[config.mk]
export PLATFORM = sky130hd
export DESIGN_NAME = div_rr_scheduler
export DESIGN_NICKNAME = d
export VERILOG_FILES = /design/src/rtl/div_rr_scheduler.sv
export SDC_FILE = /design/constraint.sdc
export NUM_CORES = 1
export LEC_CHECK = 0
export ABC_AREA = 1
export CAP_MARGIN = 20
export CORE_MARGIN = 2
export CORE_UTILIZATION = 30
export DETAILED_ROUTE_END_ITERATION = 10
export PLACE_DENSITY = 0.74
export SLEW_MARGIN = 10
export SYNTH_ARGS = -nofsm -noshare
export SYNTH_HDL_FRONTEND = slang
export SYNTH_SLANG_ARGS = --single-unit
[constraint.sdc]
create_clock -name clk -period 5.2 [get_ports clk]
set_clock_uncertainty 0.05 [all_clocks]
set_input_delay 1.04 -clock clk [delete_from_list [all_inputs] [get_ports clk]]
set_output_delay 1.04 -clock clk [all_outputs]
set_load 0.02 [all_outputs]
[src/rtl/div_rr_scheduler.sv]
// Round-robin front end that shares one fixed-latency 16/8 pipelined divider among NREQ requesters.
// A tag pipeline aligned to the divider latency routes each quotient back with divide-by-zero and overflow flags.
module div_rr_scheduler #(
    parameter int NREQ = 4,
    parameter int IDW  = 2,
    parameter int LAT  = 4
) (
    input  logic                 clk,
    input  logic                 rst,
    input  logic                 hold,
    input  logic [NREQ-1:0]      req_valid,
    output logic [NREQ-1:0]      req_ready,
    input  logic [16*NREQ-1:0]   req_a,
    input  logic [8*NREQ-1:0]    req_b,
    output logic [15:0]          div_a,
    output logic [7:0]           div_b,
    input  logic [7:0]           div_q,
    output logic [NREQ-1:0]      rsp_valid,
    output logic [IDW-1:0]       rsp_id,
    output logic [7:0]           rsp_q,
    output logic                 rsp_dz,
    output logic                 rsp_ovf,
    output logic [2:0]           inflight,
    output logic [15:0]          issue_cnt
);

    logic [IDW-1:0]  ptr_q, ptr_d;
    logic            hi_found_s, lo_found_s, found_s;
    logic [IDW-1:0]  hi_id_s, lo_id_s;
    logic            grant_any_s;
    logic [IDW-1:0]  grant_id_s;
    logic [NREQ-1:0] grant_s;
    logic [15:0]     div_a_s;
    logic [7:0]      div_b_s;
    logic            dz_s, ovf_s;

    logic            tag_valid_q [LAT];
    logic            tag_valid_d [LAT];
    logic [IDW-1:0]  tag_id_q    [LAT];
    logic [IDW-1:0]  tag_id_d    [LAT];
    logic            tag_dz_q    [LAT];
    logic            tag_dz_d    [LAT];
    logic            tag_ovf_q   [LAT];
    logic            tag_ovf_d   [LAT];

    logic            rsp_fire_s;
    logic [NREQ-1:0] rsp_valid_q, rsp_valid_d;
    logic [IDW-1:0]  rsp_id_q, rsp_id_d;
    logic [7:0]      rsp_quo_q, rsp_quo_d;
    logic            rsp_dz_q, rsp_dz_d;
    logic            rsp_ovf_q, rsp_ovf_d;
    logic [2:0]      inflight_q, inflight_d;
    logic [15:0]     issue_cnt_q, issue_cnt_d;

    // Arbiter: first valid above ptr wins, otherwise first valid at or below ptr.
    always_comb begin
        hi_found_s = 1'b0;
        lo_found_s = 1'b0;
        hi_id_s    = '0;
        lo_id_s    = '0;
        for (int i = 0; i < NREQ; i++) begin
            hi_id_s    = (!hi_found_s && req_valid[i] && (i > int'(ptr_q))) ? IDW'(i) : hi_id_s;
            hi_found_s = hi_found_s | (req_valid[i] && (i > int'(ptr_q)));
            lo_id_s    = (!lo_found_s && req_valid[i]) ? IDW'(i) : lo_id_s;
            lo_found_s = lo_found_s | req_valid[i];
        end
        found_s     = hi_found_s | lo_found_s;
        grant_id_s  = hi_found_s ? hi_id_s : lo_id_s;
        grant_any_s = found_s & ~hold & ~rst;
        grant_s     = grant_any_s ? (NREQ'(1) << grant_id_s) : '0;
    end

    // Operand mux toward the divider plus issue-time flag evaluation.
    always_comb begin
        div_a_s = 16'h0000;
        div_b_s = 8'h00;
        for (int i = 0; i < NREQ; i++) begin
            div_a_s = (grant_any_s && (grant_id_s == IDW'(i))) ? req_a[16*i +: 16] : div_a_s;
            div_b_s = (grant_any_s && (grant_id_s == IDW'(i))) ? req_b[8*i +: 8]   : div_b_s;
        end
        dz_s  = (div_b_s == 8'h00);
        ovf_s = !dz_s && (div_a_s[15:8] >= div_b_s);
    end

    // Tag pipeline shifts every cycle; stage 0 records a bubble as valid=0.
    always_comb begin
        tag_valid_d[0] = grant_any_s;
        tag_id_d[0]    = grant_id_s;
        tag_dz_d[0]    = dz_s;
        tag_ovf_d[0]   = ovf_s;
        for (int s = 1; s < LAT; s++) begin
            tag_valid_d[s] = tag_valid_q[s-1];
            tag_id_d[s]    = tag_id_q[s-1];
            tag_dz_d[s]    = tag_dz_q[s-1];
            tag_ovf_d[s]   = tag_ovf_q[s-1];
        end
    end

    // Response capture, pointer, and counters; response fields hold when idle.
    always_comb begin
        rsp_fire_s  = tag_valid_q[LAT-1];
        rsp_valid_d = rsp_fire_s ? (NREQ'(1) << tag_id_q[LAT-1]) : '0;
        rsp_id_d    = rsp_fire_s ? tag_id_q[LAT-1] : rsp_id_q;
        rsp_dz_d    = rsp_fire_s ? tag_dz_q[LAT-1] : rsp_dz_q;
        rsp_ovf_d   = rsp_fire_s ? tag_ovf_q[LAT-1] : rsp_ovf_q;
        rsp_quo_d   = rsp_fire_s ? ((tag_dz_q[LAT-1] || tag_ovf_q[LAT-1]) ? 8'hFF : div_q) : rsp_quo_q;
        inflight_d  = inflight_q + {2'b00, grant_any_s} - {2'b00, rsp_fire_s};
        issue_cnt_d = issue_cnt_q + {15'd0, grant_any_s};
        ptr_d       = grant_any_s ? grant_id_s : ptr_q;
    end

    // State registers with synchronous reset; reset drops all in-flight tags.
    always_ff @(posedge clk) begin
        if (rst) begin
            ptr_q       <= IDW'(NREQ-1);
            rsp_valid_q <= '0;
            rsp_id_q    <= '0;
            rsp_quo_q   <= 8'h00;
            rsp_dz_q    <= 1'b0;
            rsp_ovf_q   <= 1'b0;
            inflight_q  <= 3'd0;
            issue_cnt_q <= 16'h0000;
            for (int s = 0; s < LAT; s++) begin
                tag_valid_q[s] <= 1'b0;
                tag_id_q[s]    <= '0;
                tag_dz_q[s]    <= 1'b0;
                tag_ovf_q[s]   <= 1'b0;
            end
        end else begin
            ptr_q       <= ptr_d;
            rsp_valid_q <= rsp_valid_d;
            rsp_id_q    <= rsp_id_d;
            rsp_quo_q   <= rsp_quo_d;
            rsp_dz_q    <= rsp_dz_d;
            rsp_ovf_q   <= rsp_ovf_d;
            inflight_q  <= inflight_d;
            issue_cnt_q <= issue_cnt_d;
            for (int s = 0; s < LAT; s++) begin
                tag_valid_q[s] <= tag_valid_d[s];
                tag_id_q[s]    <= tag_id_d[s];
                tag_dz_q[s]    <= tag_dz_d[s];
                tag_ovf_q[s]   <= tag_ovf_d[s];
            end
        end
    end

    assign req_ready = grant_s;
    assign div_a     = div_a_s;
    assign div_b     = div_b_s;
    assign rsp_valid = rsp_valid_q;
    assign rsp_id    = rsp_id_q;
    assign rsp_q     = rsp_quo_q;
    assign rsp_dz    = rsp_dz_q;
    assign rsp_ovf   = rsp_ovf_q;
    assign inflight  = inflight_q;
    assign issue_cnt = issue_cnt_q;

endmodule

==> results <==
- The run finished with clean final reports.
- Dividing total power by cell area gives a power density of about 230 nW/um2.
- The final total negative setup slack is 0 ns.
- The data required time of the critical path is 4.11 ns.
- Routability-driven placement finished with a final weighted congestion of around 0.9.
- After routing the design area is 5130 um2.
- The net total in the final layout is between 700 and 800.
- In the global route stage, overall resource usage came out at 0.175.
- The minimum setup slack after placement is about 0.39 ns.
- The initial utilization of the core area, before any placement, comes to 0.304.
- Of the synthesized area, sequential elements account for 0.368.
- The post-route non-filler standard cell count is between 700 and 800.
- Summed over all layers, the global routing overflow is 0.
- After technology mapping, the gate count stands at 445.
- The routed layout has about 3500 vias.
- The height of the die is between 100 and 150 um.
- Across all hold checks on the routed design, the worst slack comes to 0.348 ns.
- The kind of start point of the critical path is an input port.
- In this run the tool buffered the top-level ports with roughly 170 buffer cells.
- The area added between synthesis and finish is 65.7%.
- In the finished design, the share of the clock period the worst path needs comes to 0.922.
- At the worst endpoint, the arrival time is 3.71 ns.
- The pre-antenna-repair detailed-routing pass consisted of 5 iterations.
- The post-layout worst setup margin is between 0.4 and 0.5 ns.
- The largest net degree at the start of global routing is 29.
- The path class of the tightest hold or removal check is flop to flop.
- The initial antenna violation count is 0.
- Yosys printed 0 warnings.
- The largest fanout on the critical path is 18.
- TritonCTS built the clock tree.
- The layout cell share with drive strength beyond 1 is 0.0691.
- After detailed routing, the total wire length is roughly 9.9 mm.
- The post-detailed-route DRC marker count is 0.
- Once layout is complete, the utilization of the core stands at 0.504.
- The post-synthesis instance area is between 3000 and 4000 um2.
- In this run the number of H-tree levels came out at 3.
- The first global-routing pass estimated ~16 mm of wire.
- No sink is reached through more buffers than the 2 on the longest clock path.
- The highest achievable clock rate is around 0.21 GHz.
- The synthesized area per cell is around 7 um2.
- The floorplan step defined a core boundary enclosing roughly 10000 um2.
- Power comes to roughly 1.2 mW.
- Summed over all cells, the static leakage comes to 2.11 nW.
- The netlist uses 36 different library cells.
- At the pin with the least slew margin, the transition time is between 0.5 and 0.6 ns.
- The share of the synthesized area in the top cell type is 0.368.
- After detailed routing, the average wire length per cell comes to 13.0 um.
- The worst max-slew margin expressed relative to the limit is 0.622.
- Once placement finished, the instance area stood at approximately 5000 um2.
- The number of vias per cell after detailed routing is 4.67.
- Clock tree synthesis found a total of between 50 and 60 sinks.
- The clock buffer count from CTS is 9.
- After detailed placement, the design holds a cell count of between 700 and 800.
- 0 antenna diodes ended up in the layout.
- The worst setup path is captured at an output pin.
- Setup repair after global routing left no endpoint under its margin.
- The area enclosed by the die boundary is ~11000 um2.
- The cts-stage hold buffer count is 0.
- Buffers added to address setup during post-CTS repair amount to 0.
- The count of pins over their slew limit is 0.
- The number of nets in the synthesized netlist is about 570.
- Clock latency on the worst-skew pair, taken at its later pin, is between 0.3 and 0.4 ns.
- The number of top-level pins is about 170.
- In this run the horizontal extent of the chip is ~110 um.
- The remaining number of nets flagged by the antenna check after routing is 0.
- Of all cell types, the one taking the most synthesized area is sky130_fd_sc_hd__dfxtp_1.
- By area the synthesized netlist is led by sky130_fd_sc_hd__dfxtp_1 37%, sky130_fd_sc_hd__nand2_1 11%, sky130_fd_sc_hd__nand3_1 7.3%, sky130_fd_sc_hd__nor2_1 7.3%, sky130_fd_sc_hd__inv_1 6.7%.
- The tree is rooted in a sky130_fd_sc_hd__clkbuf_8.
- After the first detailed-routing iteration, the DRC count stood at between 100 and 150.
- The clock slew at the register clock pins of the worst setup and hold paths is around 0.06 ns.
- The critical path is of the input port to output pin type.
- The initialized floorplan defines 37 standard-cell rows.
- VDD sags by at most ~0.00015 V.
- The final number of setup-violating endpoints is 0.
- The final number of hold-violating endpoints is 0.
- The synthesized design contains 57 register bits.
- The number of global-route vias before repair is about 3500.
- The max-capacitance violation count is 0.
- The post-DP HPWL is ~8.1 mm.
- The worst path needs between 4 and 5 ns of the cycle, external delays included.
- The number of gates resized after cts is 0.
==> cell type report <==
cell class / instances / area [um2]
timing repair buffer: 177 / 1760
clock buffer: 12 / 155
clock inverter: 3 / 40.0
sequential: 57 / 1140
tap: 136 / 170
fill: 990 / 5050
multi-input combinational: 310 / 1630
inverter: 63 / 236
==> registers in the layout, summed over array words and instances (netlist names) <==
name,flops
inflight,3
issue_cnt,16
ptr_q,2
rsp_dz,1
rsp_id,2
rsp_ovf,1
rsp_q,8
rsp_valid,4
tag_dz_q,4
tag_id_q,8
tag_ovf_q,4
tag_valid_q,4
==> cell usage after synthesis, drive strengths merged <==
master   n
ha      12
o22ai    1
a211oi   1
nand2   92
inv     63
dfxtp   57
xor2     2
fa       1
nor4     4
or2      2
a22oi    6
nand3   48
nand4   18
nor2    66
o21ai   23
o211ai   2
a21oi   27
a31oi    1
buf      9
clkbuf   6
nand3b   1
o21a     1
nor3     2
==> worst paths after layout <==
| path | from | to | slack [ns] | cells past startpoint |
|---|---|---|---|---|
| min reg2reg | tag_id_q[2][1]$_SDFF_PP0_ | tag_id_q[3][1]$_SDFF_PP0_ | 0.35 | 2 |
| min | tag_id_q[2][1]$_SDFF_PP0_ | tag_id_q[3][1]$_SDFF_PP0_ | 0.35 | 2 |
| max reg2reg | ptr_q[1]$_SDFFE_PP1P_ | tag_ovf_q[0]$_SDFF_PP0_ | 2.26 | 13 |
| max | req_valid[3] | div_a[13] | 0.40 | 10 |
==> layer usage <==
layer	share of wire	GRT usage	vias up
met5	0	0	-
met4	0.021	0.0564	0
met3	0.088	0.0581	17
met2	0.51	0.342	168
met1	0.38	0.171	1552
li1	-	-	1803
==> worst max-delay path: stages <==
cell	delay [ns]
sky130_fd_sc_hd__clkdlybuf4s50_1	0.53
sky130_fd_sc_hd__nand2_1	0.07
sky130_fd_sc_hd__nand2_1	0.05
sky130_fd_sc_hd__nand2_1	0.10
sky130_fd_sc_hd__o21ai_4	0.50
sky130_fd_sc_hd__nand2_2	0.14
sky130_fd_sc_hd__inv_1	0.38
sky130_fd_sc_hd__nand2_1	0.10
sky130_fd_sc_hd__nand4_1	0.15
sky130_fd_sc_hd__clkdlybuf4s50_1	0.63
==> power breakdown <==
| part | switching (mW) | leakage [nW] | internal [mW] |
|---|---|---|---|
| registers | 0.00859 | 0.463 | 0.458 |
| logic | 0.162 | 1.55 | 0.164 |
| clock network | 0.154 | 0.102 | 0.243 |
==> cells in the final DEF (no fill, tap or decap), types with 8 or more instances in the layout <==
cell                              Yosys  routed
sky130_fd_sc_hd__a21oi_1             26      26
sky130_fd_sc_hd__clkbuf_8             0      11
sky130_fd_sc_hd__clkdlybuf4s50_1      0     173
sky130_fd_sc_hd__dfxtp_1             57      57
sky130_fd_sc_hd__ha_1                12      12
sky130_fd_sc_hd__inv_1               55      55
sky130_fd_sc_hd__inv_2                8       8
sky130_fd_sc_hd__nand2_1             89      89
sky130_fd_sc_hd__nand3_1             45      45
sky130_fd_sc_hd__nand4_1             16      16
sky130_fd_sc_hd__nor2_1              60      60
sky130_fd_sc_hd__o21ai_0             22      22
==> logic make-up (layout without fill, tap and decap cells) <==
| logic type | after synthesis | in the layout | synth area share |
|---|---|---|---|
| xor+xnor | 2 | 2 | 0.00566 |
| compound gates | 62 | 62 | 0.116 |
| simple gates | 233 | 233 | 0.348 |
| flops | 57 | 57 | 0.368 |
| buf+inv | 78 | 255 | 0.106 |
| fa+ha+maj | 13 | 13 | 0.0549 |
Note: power is estimated with default switching activity, not from simulation.
